`src/rtl/ulpi_pkg.sv`:
```
// ULPI PHY responder shared definitions.
// FSM state codes, TX CMD codes, register map, reset values.
`timescale 1ns/1ps
package ulpi_pkg;

  localparam logic [3:0] S_IDLE     = 4'd0;
  localparam logic [3:0] S_WR_ACK   = 4'd1;
  localparam logic [3:0] S_WR_DATA  = 4'd2;
  localparam logic [3:0] S_WR_STP   = 4'd3;
  localparam logic [3:0] S_RD_ACK   = 4'd4;
  localparam logic [3:0] S_RD_TURN1 = 4'd5;
  localparam logic [3:0] S_RD_DATA  = 4'd6;
  localparam logic [3:0] S_RD_TURN2 = 4'd7;
  localparam logic [3:0] S_TX       = 4'd8;
  localparam logic [3:0] S_RX_TURN1 = 4'd9;
  localparam logic [3:0] S_RX_CMD   = 4'd10;
  localparam logic [3:0] S_RX_TURN2 = 4'd11;

  localparam logic [1:0] CMD_NOOP = 2'b00;
  localparam logic [1:0] CMD_TX   = 2'b01;
  localparam logic [1:0] CMD_WR   = 2'b10;
  localparam logic [1:0] CMD_RD   = 2'b11;

  localparam logic [5:0] A_VID_LO = 6'h00;
  localparam logic [5:0] A_VID_HI = 6'h01;
  localparam logic [5:0] A_PID_LO = 6'h02;
  localparam logic [5:0] A_PID_HI = 6'h03;
  localparam logic [5:0] A_FUNC   = 6'h04;
  localparam logic [5:0] A_FUNC_S = 6'h05;
  localparam logic [5:0] A_FUNC_C = 6'h06;
  localparam logic [5:0] A_IFC    = 6'h07;
  localparam logic [5:0] A_IFC_S  = 6'h08;
  localparam logic [5:0] A_IFC_C  = 6'h09;
  localparam logic [5:0] A_OTG    = 6'h0A;
  localparam logic [5:0] A_OTG_S  = 6'h0B;
  localparam logic [5:0] A_OTG_C  = 6'h0C;
  localparam logic [5:0] A_SCR    = 6'h16;
  localparam logic [5:0] A_SCR_S  = 6'h17;
  localparam logic [5:0] A_SCR_C  = 6'h18;

  localparam logic [7:0] FUNC_RST = 8'h41;
  localparam logic [7:0] IFC_RST  = 8'h00;
  localparam logic [7:0] OTG_RST  = 8'h06;
  localparam logic [7:0] FUNC_RESET_BIT = 8'h20;

endpackage

```
`src/rtl/ulpi_phy_regfile.sv`:
```
// ULPI PHY register file: set/clear triplets, ID bytes,
// and the self-clearing Reset bit of Function Control.
`timescale 1ns/1ps
module ulpi_phy_regfile
  import ulpi_pkg::*;
#(
  parameter logic [15:0] VENDOR_ID   = 16'h0424,
  parameter logic [15:0] PRODUCT_ID  = 16'h0009,
  parameter logic [7:0]  SCRATCH_RST = 8'h00
) (
  input  logic       clk,
  input  logic       rst_n,
  input  logic       we_i,
  input  logic [5:0] addr_i,
  input  logic [7:0] wdata_i,
  output logic [7:0] rdata_o,
  output logic [7:0] func_o,
  output logic [7:0] ifc_o,
  output logic [7:0] otg_o
);

  logic [7:0] func_q, func_d;
  logic [7:0] ifc_q, ifc_d;
  logic [7:0] otg_q, otg_d;
  logic [7:0] scr_q, scr_d;

  // commit one write/set/clear; Reset bit drops the cycle after
  always_comb begin
    func_d = func_q & ~FUNC_RESET_BIT;
    ifc_d  = ifc_q;
    otg_d  = otg_q;
    scr_d  = scr_q;
    if (we_i) begin
      case (addr_i)
        A_FUNC:   func_d = wdata_i;
        A_FUNC_S: func_d = func_q | wdata_i;
        A_FUNC_C: func_d = func_q & ~wdata_i;
        A_IFC:    ifc_d  = wdata_i;
        A_IFC_S:  ifc_d  = ifc_q | wdata_i;
        A_IFC_C:  ifc_d  = ifc_q & ~wdata_i;
        A_OTG:    otg_d  = wdata_i;
        A_OTG_S:  otg_d  = otg_q | wdata_i;
        A_OTG_C:  otg_d  = otg_q & ~wdata_i;
        A_SCR:    scr_d  = wdata_i;
        A_SCR_S:  scr_d  = scr_q | wdata_i;
        A_SCR_C:  scr_d  = scr_q & ~wdata_i;
        default:  ;
      endcase
    end
  end

  // read mux; aliases return the base register
  always_comb begin
    case (addr_i)
      A_VID_LO: rdata_o = VENDOR_ID[7:0];
      A_VID_HI: rdata_o = VENDOR_ID[15:8];
      A_PID_LO: rdata_o = PRODUCT_ID[7:0];
      A_PID_HI: rdata_o = PRODUCT_ID[15:8];
      A_FUNC, A_FUNC_S, A_FUNC_C: rdata_o = func_q;
      A_IFC, A_IFC_S, A_IFC_C:    rdata_o = ifc_q;
      A_OTG, A_OTG_S, A_OTG_C:    rdata_o = otg_q;
      A_SCR, A_SCR_S, A_SCR_C:    rdata_o = scr_q;
      default:  rdata_o = 8'h00;
    endcase
  end

  // register state
  always_ff @(posedge clk or negedge rst_n) begin
    if (!rst_n) begin
      func_q <= FUNC_RST;
      ifc_q  <= IFC_RST;
      otg_q  <= OTG_RST;
      scr_q  <= SCRATCH_RST;
    end else begin
      func_q <= func_d;
      ifc_q  <= ifc_d;
      otg_q  <= otg_d;
      scr_q  <= scr_d;
    end
  end

  assign func_o = func_q;
  assign ifc_o  = ifc_q;
  assign otg_o  = otg_q;

endmodule

```
`src/rtl/ulpi_phy_responder.sv`:
```
// ULPI PHY-side responder: register access, TX packets,
// optional RX CMDs when ULPI_RXCMD_EN is defined.
`timescale 1ns/1ps
module ulpi_phy_responder
  import ulpi_pkg::*;
#(
  parameter logic [15:0] VENDOR_ID   = 16'h0424,
  parameter logic [15:0] PRODUCT_ID  = 16'h0009,
  parameter logic [7:0]  SCRATCH_RST = 8'h00
) (
  input  logic        aclk,
  input  logic        aresetn,
  input  logic [7:0]  ULPI_data_i,
  output logic [7:0]  ULPI_data_o,
  output logic [7:0]  ULPI_data_t,
  input  logic        ULPI_stp,
  output logic        ULPI_dir,
  output logic        ULPI_nxt,
  input  logic [1:0]  linestate,
  output logic [7:0]  func_ctrl,
  output logic [7:0]  if_ctrl,
  output logic [7:0]  otg_ctrl,
  output logic [15:0] tx_pkt_cnt,
  output logic [15:0] tx_last_len
);

  logic [3:0]  state_q, state_d;
  logic [5:0]  addr_q, addr_d;
  logic [7:0]  wdata_q, wdata_d;
  logic [15:0] pkt_q, pkt_d;
  logic [15:0] last_q, last_d;
  logic [15:0] len_q, len_d;
  logic        first_q, first_d;
  logic        dir_q, dir_d;
  logic        nxt_q, nxt_d;
  logic [7:0]  dout_q, dout_d;
  logic [7:0]  dt_q, dt_d;
  logic        we;
  logic [7:0]  rdata;
`ifdef ULPI_RXCMD_EN
  logic [1:0]  ls_q, ls_d;
`else
  logic        unused_ls;
  assign unused_ls = ^linestate;
`endif

  ulpi_phy_regfile #(
    .VENDOR_ID   (VENDOR_ID),
    .PRODUCT_ID  (PRODUCT_ID),
    .SCRATCH_RST (SCRATCH_RST)
  ) u_regs (
    .clk     (aclk),
    .rst_n   (aresetn),
    .we_i    (we),
    .addr_i  (addr_q),
    .wdata_i (wdata_q),
    .rdata_o (rdata),
    .func_o  (func_ctrl),
    .ifc_o   (if_ctrl),
    .otg_o   (otg_ctrl)
  );

  // transaction FSM and packet accounting
  always_comb begin
    state_d = state_q;
    addr_d  = addr_q;
    wdata_d = wdata_q;
    pkt_d   = pkt_q;
    last_d  = last_q;
    len_d   = len_q;
    first_d = 1'b0;
    we      = 1'b0;
`ifdef ULPI_RXCMD_EN
    ls_d    = ls_q;
`endif
    case (state_q)
      S_IDLE: begin
        case (ULPI_data_i[7:6])
          CMD_TX: begin
            state_d = S_TX;
            first_d = 1'b1;
            len_d   = 16'h0000;
          end
          CMD_WR: begin
            state_d = S_WR_ACK;
            addr_d  = ULPI_data_i[5:0];
          end
          CMD_RD: begin
            state_d = S_RD_ACK;
            addr_d  = ULPI_data_i[5:0];
          end
          default: begin
`ifdef ULPI_RXCMD_EN
            if (linestate != ls_q)
              state_d = S_RX_TURN1;
`endif
          end
        endcase
      end
      S_WR_ACK:   state_d = S_WR_DATA;
      S_WR_DATA: begin
        if (ULPI_stp) begin
          state_d = S_IDLE;
        end else begin
          wdata_d = ULPI_data_i;
          state_d = S_WR_STP;
        end
      end
      S_WR_STP: begin
        if (ULPI_stp) begin
          we      = 1'b1;
          state_d = S_IDLE;
        end
      end
      S_RD_ACK:   state_d = S_RD_TURN1;
      S_RD_TURN1: state_d = S_RD_DATA;
      S_RD_DATA:  state_d = S_RD_TURN2;
      S_RD_TURN2: state_d = S_IDLE;
      S_TX: begin
        if (ULPI_stp) begin
          pkt_d   = pkt_q + 16'd1;
          last_d  = len_q;
          state_d = S_IDLE;
        end else if (!first_q && len_q != 16'hFFFF) begin
          len_d = len_q + 16'd1;
        end
      end
`ifdef ULPI_RXCMD_EN
      S_RX_TURN1: state_d = S_RX_CMD;
      S_RX_CMD: begin
        ls_d    = dout_q[1:0];
        state_d = S_RX_TURN2;
      end
      S_RX_TURN2: state_d = S_IDLE;
`endif
      default:    state_d = S_IDLE;
    endcase
  end

  // bus outputs follow the next state so they come out registered
  always_comb begin
    nxt_d = (state_d == S_WR_ACK) || (state_d == S_WR_DATA) ||
            (state_d == S_RD_ACK) || (state_d == S_TX);
    dir_d = (state_d == S_RD_TURN1) || (state_d == S_RD_DATA) ||
            (state_d == S_RX_TURN1) || (state_d == S_RX_CMD);
    dt_d  = 8'hFF;
    dout_d = 8'h00;
    if (state_d == S_RD_DATA) begin
      dt_d   = 8'h00;
      dout_d = rdata;
    end else if (state_d == S_RX_CMD) begin
      dt_d   = 8'h00;
      dout_d = {6'b000000, linestate};
    end
  end

  // state and output registers
  always_ff @(posedge aclk or negedge aresetn) begin
    if (!aresetn) begin
      state_q <= S_IDLE;
      addr_q  <= 6'h00;
      wdata_q <= 8'h00;
      pkt_q   <= 16'h0000;
      last_q  <= 16'h0000;
      len_q   <= 16'h0000;
      first_q <= 1'b0;
      dir_q   <= 1'b0;
      nxt_q   <= 1'b0;
      dout_q  <= 8'h00;
      dt_q    <= 8'hFF;
`ifdef ULPI_RXCMD_EN
      ls_q    <= 2'b01;
`endif
    end else begin
      state_q <= state_d;
      addr_q  <= addr_d;
      wdata_q <= wdata_d;
      pkt_q   <= pkt_d;
      last_q  <= last_d;
      len_q   <= len_d;
      first_q <= first_d;
      dir_q   <= dir_d;
      nxt_q   <= nxt_d;
      dout_q  <= dout_d;
      dt_q    <= dt_d;
`ifdef ULPI_RXCMD_EN
      ls_q    <= ls_d;
`endif
    end
  end

  assign ULPI_dir    = dir_q;
  assign ULPI_nxt    = nxt_q;
  assign ULPI_data_o = dout_q;
  assign ULPI_data_t = dt_q;
  assign tx_pkt_cnt  = pkt_q;
  assign tx_last_len = last_q;

endmodule
```
`config.mk`:
```
export PLATFORM = sky130hd
export DESIGN_NAME = ulpi_phy_responder
export DESIGN_NICKNAME = d
export VERILOG_FILES = /design/src/rtl/ulpi_pkg.sv /design/src/rtl/ulpi_phy_regfile.sv /design/src/rtl/ulpi_phy_responder.sv
export SDC_FILE = /design/constraint.sdc
export NUM_CORES = 1
export LEC_CHECK = 0
export CAP_MARGIN = 20
export CORE_MARGIN = 2
export CORE_UTILIZATION = 40
export DETAILED_ROUTE_END_ITERATION = 6
export GPL_ROUTABILITY_DRIVEN = 0
export HOLD_SLACK_MARGIN = 0.08
export PLACE_DENSITY = 0.62
export SLEW_MARGIN = 20
export SYNTH_ARGS = -nofsm -noshare
export SYNTH_HDL_FRONTEND = slang
export SYNTH_SLANG_ARGS = --single-unit
```
`constraint.sdc`:
```
create_clock -name aclk -period 3.09 [get_ports aclk]
set_input_delay 0.927 -clock aclk [delete_from_list [all_inputs] [get_ports aclk]]
set_output_delay 0.927 -clock aclk [all_outputs]
set_load 0.02 [all_outputs]
```
# --- Yosys cells after proc, flatten, opt, wreduce, memory -nomap -nowiden ---
# Index checks and enable logic that the tools add are counted.
op_classes:
  addsub: 2
  n_eq_ne: 36
  mux: 22
  bitwise_logic: 10
  reduce_logical: 29
op_table:
  columns: ["op", "count"]
  rows:
  - ["one-hot mux 8 bit (3 select lines)", 4]
  - ["one-hot mux 8 bit (7 select lines)", 1]
  - ["two-way mux 16 bit", 3]
  - ["adder 16 x 1 -> 16 bit, second input constant", 2]
  - ["bitwise AND 8 bit", 4]
  - ["OR 8 bit", 4]
  - ["one-hot mux 16 bit (2 select lines)", 1]
  - ["equality test 6 x 4 -> 1 bit, second input constant", 5]
  - ["one-hot mux 4 bit (7 select lines)", 1]
  - ["equality test 4 x 3 -> 1 bit, second input constant", 6]
  - ["equality test 6 x 3 -> 1 bit, second input constant", 4]
  - ["two-way mux 8 bit", 3]
  - ["equality test 6 x 5 -> 1 bit, second input constant", 3]
  - ["equality test 4 bit, second input constant", 4]
  - ["!= test 16 bit, second input constant", 1]
  - ["AND reduction 2 bit", 7]
  - ["equality test 4 x 2 -> 1 bit, second input constant", 3]
  - ["one-hot mux 4 bit (3 select lines)", 1]
  - ["nonzero test 3 bit", 4]
  - ["OR reduction 3 bit", 4]
  - ["equality test 4 x 1 -> 1 bit, second input constant", 2]
  - ["inverter 8 bit", 1]
  - ["equality test 6 x 1 -> 1 bit, second input constant", 1]
  - ["equality test 6 x 2 -> 1 bit, second input constant", 1]
  - ["other kinds (17)", 29]
word_totals:
  reg_bits: 117
  out_inout_bits: 74

# --- Logic depth before layout (Yosys ltp) ---
# Gate-level depths: netlist of run 1.
depth:
  ltp_word: 7
  depth_mapped: 7
  mapped_depth_nobuf: 5

# --- Modules after synthesis ---
# Synthesis of run 1 repeated with hierarchy kept, for this count alone.
hier_totals:
  cells_unflattened: 476
  area_unflattened_um2: 5330.1
modules_own_cells:
  columns: ["module", "instances", "cells_per_inst", "area_per_inst_um2", "seq_area_each_um2"]
  rows:
  - ["ulpi_phy_responder", 1, 298, 3435.8, 1953.1]
  - ["ulpi_phy_regfile", 1, 178, 1894.3, 805.8]

# --- Least setup slack after synthesis of run 1 ---
# OpenSTA, ideal clock, no wires.
synth_timing:
  path_kind: "input to register"
  from: "input port ULPI_stp"
  to: "register u_regs.ifc_q[6], in the netlist u_regs.ifc_o[6]"
  setup_ns: 0.133
  t_arrival_ns: 2.131
  t_required_ns: 2.957
  slack_ns: 0.826
  stages: 7
  n_path_buf: 3
  cell_sequence: "buf_2 inv_1 or2_2 buf_2 clkbuf_1 o31ai_1 o21ai_0"
synth_between:
  elab_chain_len: 3
synth_lines:
  columns: ["element", "line", "rtl"]
  rows:
  - ["start: declaration", "ulpi_phy_responder.sv:16", "input logic ULPI_stp,"]
  - ["two-way mux 1 bit", "ulpi_phy_responder.sv:110", "if (ULPI_stp) begin"]
  - ["two-way mux 1 bit", "ulpi_phy_responder.sv:76", "case (state_q)"]
  - ["AND reduction 2 bit (no line)", null, null]
  - ["end signal: assignment", "ulpi_phy_regfile.sv:76", "ifc_q <= ifc_d;"]
  - ["end: declaration", "ulpi_phy_regfile.sv:23", "logic [7:0] ifc_q, ifc_d;"]
# Every way passes these cells.
# A chain may end at the register's enable or synchronous reset.

# --- Worst setup path after layout of run 1 ---
layout_timing:
  from: "input port ULPI_data_i[7]"
  to: "register dout_q[1], in the netlist ULPI_data_o[1]"
layout_between:
  elab_chain_len: 6
  elab_cells_between_ends: 9
  cone_classes: "5 x eq/ne; 4 x mux"
layout_lines:
  columns: ["element", "line", "rtl"]
  rows:
  - ["start: declaration", "ulpi_phy_responder.sv:13", "input logic [7:0] ULPI_data_i,"]
  - ["equality test 2 bit or equality test 2 x 1 -> 1 bit (tied branches)", "ulpi_phy_responder.sv:78", "case (ULPI_data_i[7:6])"]
  - ["one-hot mux 4 bit (3 select lines) (*)", "ulpi_phy_responder.sv:78", null]
  - ["one-hot mux 4 bit (7 select lines) (*)", "ulpi_phy_responder.sv:76", null]
  - ["equality test 4 bit", "ulpi_phy_responder.sv:151", "end else if (state_d == S_RX_CMD) begin"]
  - ["two-way mux 2 bit", "ulpi_phy_responder.sv:151", null]
  - ["two-way mux 8 bit (*)", "ulpi_phy_responder.sv:148", "if (state_d == S_RD_DATA) begin"]
  - ["named net dout_d[1]", "ulpi_phy_responder.sv:36", "logic [7:0] dout_q, dout_d;"]
  - ["end signal: assignment", "ulpi_phy_responder.sv:184", "dout_q <= dout_d;"]
  - ["end: declaration", "ulpi_phy_responder.sv:36", null]
# Mark *: on every way through the listed nets, which the timed path passes. The rest lies on a longest branch.

==> impl_metrics.py, run 1 <==
metrics = {
    "die": {
        "ios": 87,
        "start_util": 0.406,
        "die_w_um": 122,
        "design.die.area_um2": 14900,
        "die_h_um": 122,
        "coreArea_um2": 13800,
        "placementRows": 43,
    },
    "global_routing": {
        "gr-total-overflow": 0,
        "first_global_vias": 4308,
        "antenna_found_initial": 0,
        "grt_first_pass_wirelength_mm": 22.7,
        "track_usage": 0.194,
        "grt_max_degree": 42,
    },
    "timing": {
        "rsz0062_at_grt": "false",
        "drv_slew": 0,
        "timing.fmax_mhz": 387,
        "finalCriticalPeriod_ns": 2.58,
        "worst_pin_slew_ns": 0.706,
        "fin_tns_setup_ns": 0,
        "setup_viol": 0,
        "hold_viol_final": 0,
        "finalClockSkew_ns": 0.00689,
        "fin_crit_sh": 0.836,
        "slew_headroom": 0.527,
        "fin_ws_ns": 0.505,
    },
    "synthesis": {
        "netlist_instances": 543,
        "synth_top_cell_by_area": "dfrtp_1",
        "synthFlopType": "dfrtp_1",
        "synth_area_um2": 5590,
        "ys_seq_area_frac": 0.494,
        "yosys_warnings": 0,
        "synthTopCellsByArea": "dfrtp_1 47%, mux2_2 4.2%, a211oi_1 4.0%",
        "synth-seq-cells": 110,
        "synthArstFlopShare": 1.00,
        "ys_types": 64,
        "postSynthAreaPerCell_um2": 10.3,
        "synth_fp_nets": 558,
        "synth_edf_count": 0,
        "synth_top_area_share": 0.470,
    },
    "clock_tree": {
        "cts_resized": 0,
        "ctsHtreeMaxLevel": 3,
        "cts_tree": "built",
        "cts_setup_buffers": 0,
        "cts_buffers": 9,
        "cts-root-buf": "clkbuf_16",
        "clk_pin_slew_ns": 0.07,
        "cts_hold_buf": 0,
        "cts_num_sinks": 110,
        "worstSkewPairLatency_ns": 0.36,
        "cts_buffer_depth": 2,
    },
    "setup_path": {
        "cp-start-kind": "input pin",
        "crit_required_ns": 3.34,
        "reg2reg_from": "state_q[3]",
        "ff2ff_setup_slack_ns": 0.73,
        "critPathCapture": "ULPI_data_o[1]",
        "reg2reg_to": "len_q[8]",
        "cp-startpoint": "ULPI_data_i[7]",
        "endpoint_kind": "register",
        "critPathKind": "input pin to register",
        "reg2reg_depth": 4,
        "worstPathArrival_ns": 2.83,
        "critPathMaxFanout": 8,
    },
    "place": {
        "post-dp-hpwl_mm": 10.0,
        "place_inst": 785,
        "place.port_buffers": 84,
        "place_worst_setup_slack_ns": 0.184,
    },
    "detailed_routing": {
        "avgViaCountPerCell": 5.56,
        "routedWlPerCell_um": 17.2,
        "vias": 4445,
        "wl_mm": 13.8,
        "drc": 0,
        "ant_nets": 0,
        "drt_iter0_markers": 329,
        "dr.pass1.iters": 6,
    },
    "finish": {
        "diodes": 0,
        "drive_gt1_frac": 0.124,
        "syn2layout_area_growth_pct": 23.1,
        "n_fill_cell": 1298,
        "layoutNonFillerInstCount": 800,
        "nets": 631,
    },
    "pwr": {
        "p_clk_frac": 0.222,
        "p_switching_mw": 2.05,
        "powerDensity_nw_per_um2": 760,
        "p_int_mw": 3.18,
        "p_seq_frac": 0.420,
        "combPwrFrac": 0.359,
        "swShare": 0.392,
        "peakVddDrop_v": 0.000327,
        "leakage_nw": 2.79,
    },
    "flow_run": {
        "max_cap_violations": 0,
    },
    "run_status": {
        "status": "finished clean",
    },
    "worst_hold_path": {
        "hp-class": "input pin to asynchronous set/reset pin",
    },
}
-- cells by family after synthesis --
kind of cell / synth area share
compound gates: 0.168
xor+xnor: 0.0251
fa+ha+maj: 0.00448
buf+inv: 0.0632
flops: 0.494
mux: 0.0638
simple gates: 0.182
-- cell usage after synthesis, drive strengths merged, types with 14 or more instances --
cell type and instances:
mux2 21, dfrtp 105, inv 36, o21ai 29
nand2b 14, a211oi 30, buf 20, clkbuf 21
nor3 33, nand2 45
-- worst min-delay path by stage --
stage / slack (ns) / cells after the start / start / endpoint
floorplan: 0.46 / 1 / len_q[6] / len_q[6]
global placement: 0.46 / 1 / tx_pkt_cnt[15] / tx_pkt_cnt[15]
detailed placement: 0.47 / 2 / u_regs.otg_o[1] / u_regs.otg_o[1]
CTS: 0.48 / 2 / u_regs.otg_o[1] / u_regs.otg_o[1]
global route: 0.50 / 1 / aresetn / ULPI_data_o[5]
finish: 0.48 / 1 / aresetn / u_regs.func_o[3]
-- critical path: stages --
cell             delay, ns
clkdlybuf4s50_1       0.51
nor3b_1               0.19
a211oi_1              0.49
nand2b_1              0.36
a211oi_1              0.34
-- per-layer routing --
metal	global-route usage	part of all wire	wire length [µm]
met4	0.0618	0.014	199
met5	0	0	0
met1	0.274	0.47	6490
met3	0.0379	0.051	706
met2	0.301	0.46	6380
-- area by class of cell --
type                    count  area, µm²  area share
flip-flops and latches    110       2760       0.401
multi-input cells         356       2470       0.360
repair buffers            103        993       0.144
clock buffers              10        229      0.0333
well taps                 180        225      0.0328
inverters                  36        135      0.0197
clock inverters             5       60.1     0.00874
-- stage by stage --
stage	area (µm²)	utilization	power, mW	hold WS [ns]
after CTS	6880	0.499	5.24	0.484
after global routing	6880	0.499	5.53	0.503
after global placement	6590	0.478	4.01	0.459
final	6880	0.499	5.22	0.483
after floorplan	5590	-	3.35	0.455
after detailed placement	6590	0.478	4.06	0.474
-- power by group through the flow --
stage | clock network (mW) | logic (mW) | registers, mW
floorplan | 0 | 1.17 | 2.19
global placement | 0 | 1.82 | 2.19
detailed placement | 0 | 1.86 | 2.20
CTS | 1.18 | 1.87 | 2.18
global route | 1.25 | 2.04 | 2.24
finish | 1.16 | 1.87 | 2.19
-- cells in the final DEF (no fill, tap or decap), types with 8 or more instances in the layout --
master / instances
a21oi_1: 11
mux2i_1: 12
xnor2_1: 10
o21ai_0: 28
mux2_2: 21
clkbuf_16: 9
a22o_1: 11
clkdlybuf4s50_1: 83
nand2_1: 45
a22oi_1: 8
nor2_1: 10
buf_4: 19
nand4_1: 10
inv_1: 36
a211oi_1: 30
dfrtp_1: 105
nor3_1: 31
o31ai_1: 10
nand3_1: 12
nand2b_1: 14
-- state kept, by name, indices dropped and copies added, names as in the netlist --
register       flops
u_regs.func_o      8
state_q            4
u_regs.ifc_o       8
tx_pkt_cnt        16
u_regs.otg_o       8
ULPI_dir           1
len_q             16
wdata_q            8
ULPI_nxt           1
u_regs.scr_q       8
addr_q             6
first_q            1
tx_last_len       16
ULPI_data_t        1
ULPI_data_o        8
Note: power is estimated with default switching activity, not from simulation.
==> run 2: changes to the inputs <==
Clock period 3.09 ns to 2.5 ns, I/O delays scaled along.
==> run 2 against run 1 <==
Global-route usage is essentially flat. Setup slack got worse by 0.33 ns. Utilization is 0.81 points higher. Register-to-register slack lost 0.39 ns. Clock power rose by 17%. Critical path depth is 4 lower. First-iteration DRC count shrank 16%. Critical endpoint is now ULPI_data_t[6]. Highest routed layer unchanged.
==> impl_metrics.py, run 2 (synthesized netlist as in run 1, its figures left out) <==
metrics = {
    "place": {
        "place_worst_setup_slack_ns": -0.168,
        "place.port_buffers": 84,
        "place_area_um2": 6710,
        "post-dp-hpwl_mm": 9.97,
    },
    "global_routing": {
        "grt_first_pass_wirelength_mm": 22.6,
        "track_usage": 0.193,
        "gr-total-overflow": 0,
        "grt_max_degree": 39,
        "first_global_vias": 4360,
        "antenna_found_initial": 0,
    },
    "setup_path": {
        "critPathBufInv": 1,
        "critPathCapture": "ULPI_data_t[6]",
        "reg2reg_depth": 5,
        "critPathMaxFanout": 8,
        "ff2ff_setup_slack_ns": 0.34,
        "critPathKind": "register to output port",
        "worstPathArrival_ns": 1.58,
        "reg2reg_to": "ULPI_data_o[1]",
        "cp-startpoint": "ULPI_data_t[6]",
        "cp-start-kind": "register",
        "reg2reg_from": "addr_q[1]",
        "cpPeakStageDelay_ns": 0.63,
        "cpMaxStageDelayCell": "clkdlybuf4s50_1",
        "path_depth": 1,
        "endpoint_kind": "output port",
        "path_cells": "clkdlybuf4s50_1",
        "cp_top_family": "buffers and inverters",
        "crit_required_ns": 1.75,
    },
    "pwr": {
        "p_clk_frac": 0.211,
        "p_switching_mw": 2.53,
        "p_seq_frac": 0.418,
        "swShare": 0.394,
        "leakage_nw": 2.86,
        "powerDensity_nw_per_um2": 921,
        "p_int_mw": 3.90,
        "peakVddDrop_v": 0.000451,
        "combPwrFrac": 0.371,
    },
    "timing": {
        "timing.fmax_mhz": 430,
        "finalCriticalPeriod_ns": 2.33,
        "rsz0062_at_grt": "false",
        "fin_tns_setup_ns": 0,
        "fin_crit_sh": 0.930,
        "drv_slew": 0,
        "finalClockSkew_ns": 0.00612,
        "slew_headroom": 0.595,
        "setup_viol": 0,
        "fin_ws_ns": 0.174,
        "hold_viol_final": 0,
        "worst_pin_slew_ns": 0.608,
    },
    "clock_tree": {
        "worstSkewPairLatency_ns": 0.35,
        "cts_setup_buffers": 0,
        "ctsHtreeMaxLevel": 3,
        "cts_resized": 0,
        "cts_buffers": 9,
        "cts_hold_buf": 0,
        "cts_buffer_depth": 2,
        "cts-root-buf": "clkbuf_16",
        "clk_pin_slew_ns": 0.07,
        "cts_num_sinks": 110,
        "cts_tree": "built",
    },
    "finish": {
        "diodes": 0,
        "syn2layout_area_growth_pct": 25.1,
        "final_cell_mix": "105 x dfrtp_1, 83 x clkdlybuf4s50_1, 45 x nand2_1",
        "fin_area_um2": 6990,
        "final_common_cell": "dfrtp_1",
        "drive_gt1_frac": 0.145,
        "nets": 646,
    },
    "detailed_routing": {
        "ant_nets": 0,
        "vias": 4491,
        "avgViaCountPerCell": 5.51,
        "routedWlPerCell_um": 16.8,
        "dr.pass1.iters": 5,
        "wl_mm": 13.7,
        "drc": 0,
        "drt_iter0_markers": 275,
    },
    "die": {
        "ios": 87,
        "start_util": 0.406,
        "die_h_um": 122,
        "coreArea_um2": 13800,
        "die_w_um": 122,
        "placementRows": 43,
        "design.die.area_um2": 14900,
    },
    "run_status": {
        "status": "finished clean",
    },
    "flow_run": {
        "max_cap_violations": 0,
    },
    "worst_hold_path": {
        "hp-class": "input pin to asynchronous set/reset pin",
    },
}
-- run 2: layout make-up --
type	instances	area, µm²
Sequential cell	110	2760
Multi-Input combinational cell	356	2470
Fill cell	1290	6790
Tap cell	180	225
Clock inverter	4	32.5
Inverter	36	135
Timing Repair Buffer	118	1120
Clock buffer	11	243
-- run 2: per-layer routing --
metal | vias to the layer above | track usage | share of wire
met1 | 2192 | 0.274 | 0.47
met4 | 0 | 0.0596 | 0.015
met3 | 18 | 0.0375 | 0.056
li1 | 2147 | - | -
met5 | - | 0 | 0
met2 | 134 | 0.301 | 0.46
-- run 2: through the flow --
step / total power, mW / hold slack (ns) / instances / util
final: 6.44 / 0.373 / 815 / 0.507
after global routing: 6.82 / 0.419 / 815 / 0.507
after CTS: 6.46 / 0.396 / 815 / 0.507
after detailed placement: 5.07 / 0.465 / 800 / 0.487
after global placement: 5.01 / 0.460 / 800 / 0.487
after floorplan: 4.15 / 0.454 / 543 / -
-- run 2: worst min-delay path by stage --
| stage | start | endpoint | slack [ns] | cells after the start |
|---|---|---|---|---|
| 2_1_floorplan | aresetn | ULPI_data_o[0] | 0.45 | 0 |
| 3_3_place_gp | tx_pkt_cnt[15] | tx_pkt_cnt[15] | 0.46 | 1 |
| 3_5_place_dp | tx_pkt_cnt[15] | tx_pkt_cnt[15] | 0.47 | 1 |
| 4_1_cts | aresetn | ULPI_data_o[5] | 0.40 | 1 |
| 5_1_grt | aresetn | ULPI_data_o[2] | 0.42 | 1 |
| 6_report | aresetn | ULPI_data_o[2] | 0.37 | 1 |
-- run 2: power by group through the flow --
stage / logic, mW / registers, mW / clock network [mW]
floorplan: 1.44 / 2.71 / 0
global placement: 2.32 / 2.69 / 0
detailed placement: 2.36 / 2.71 / 0
CTS: 2.38 / 2.68 / 1.39
global route: 2.60 / 2.76 / 1.46
finish: 2.39 / 2.69 / 1.36
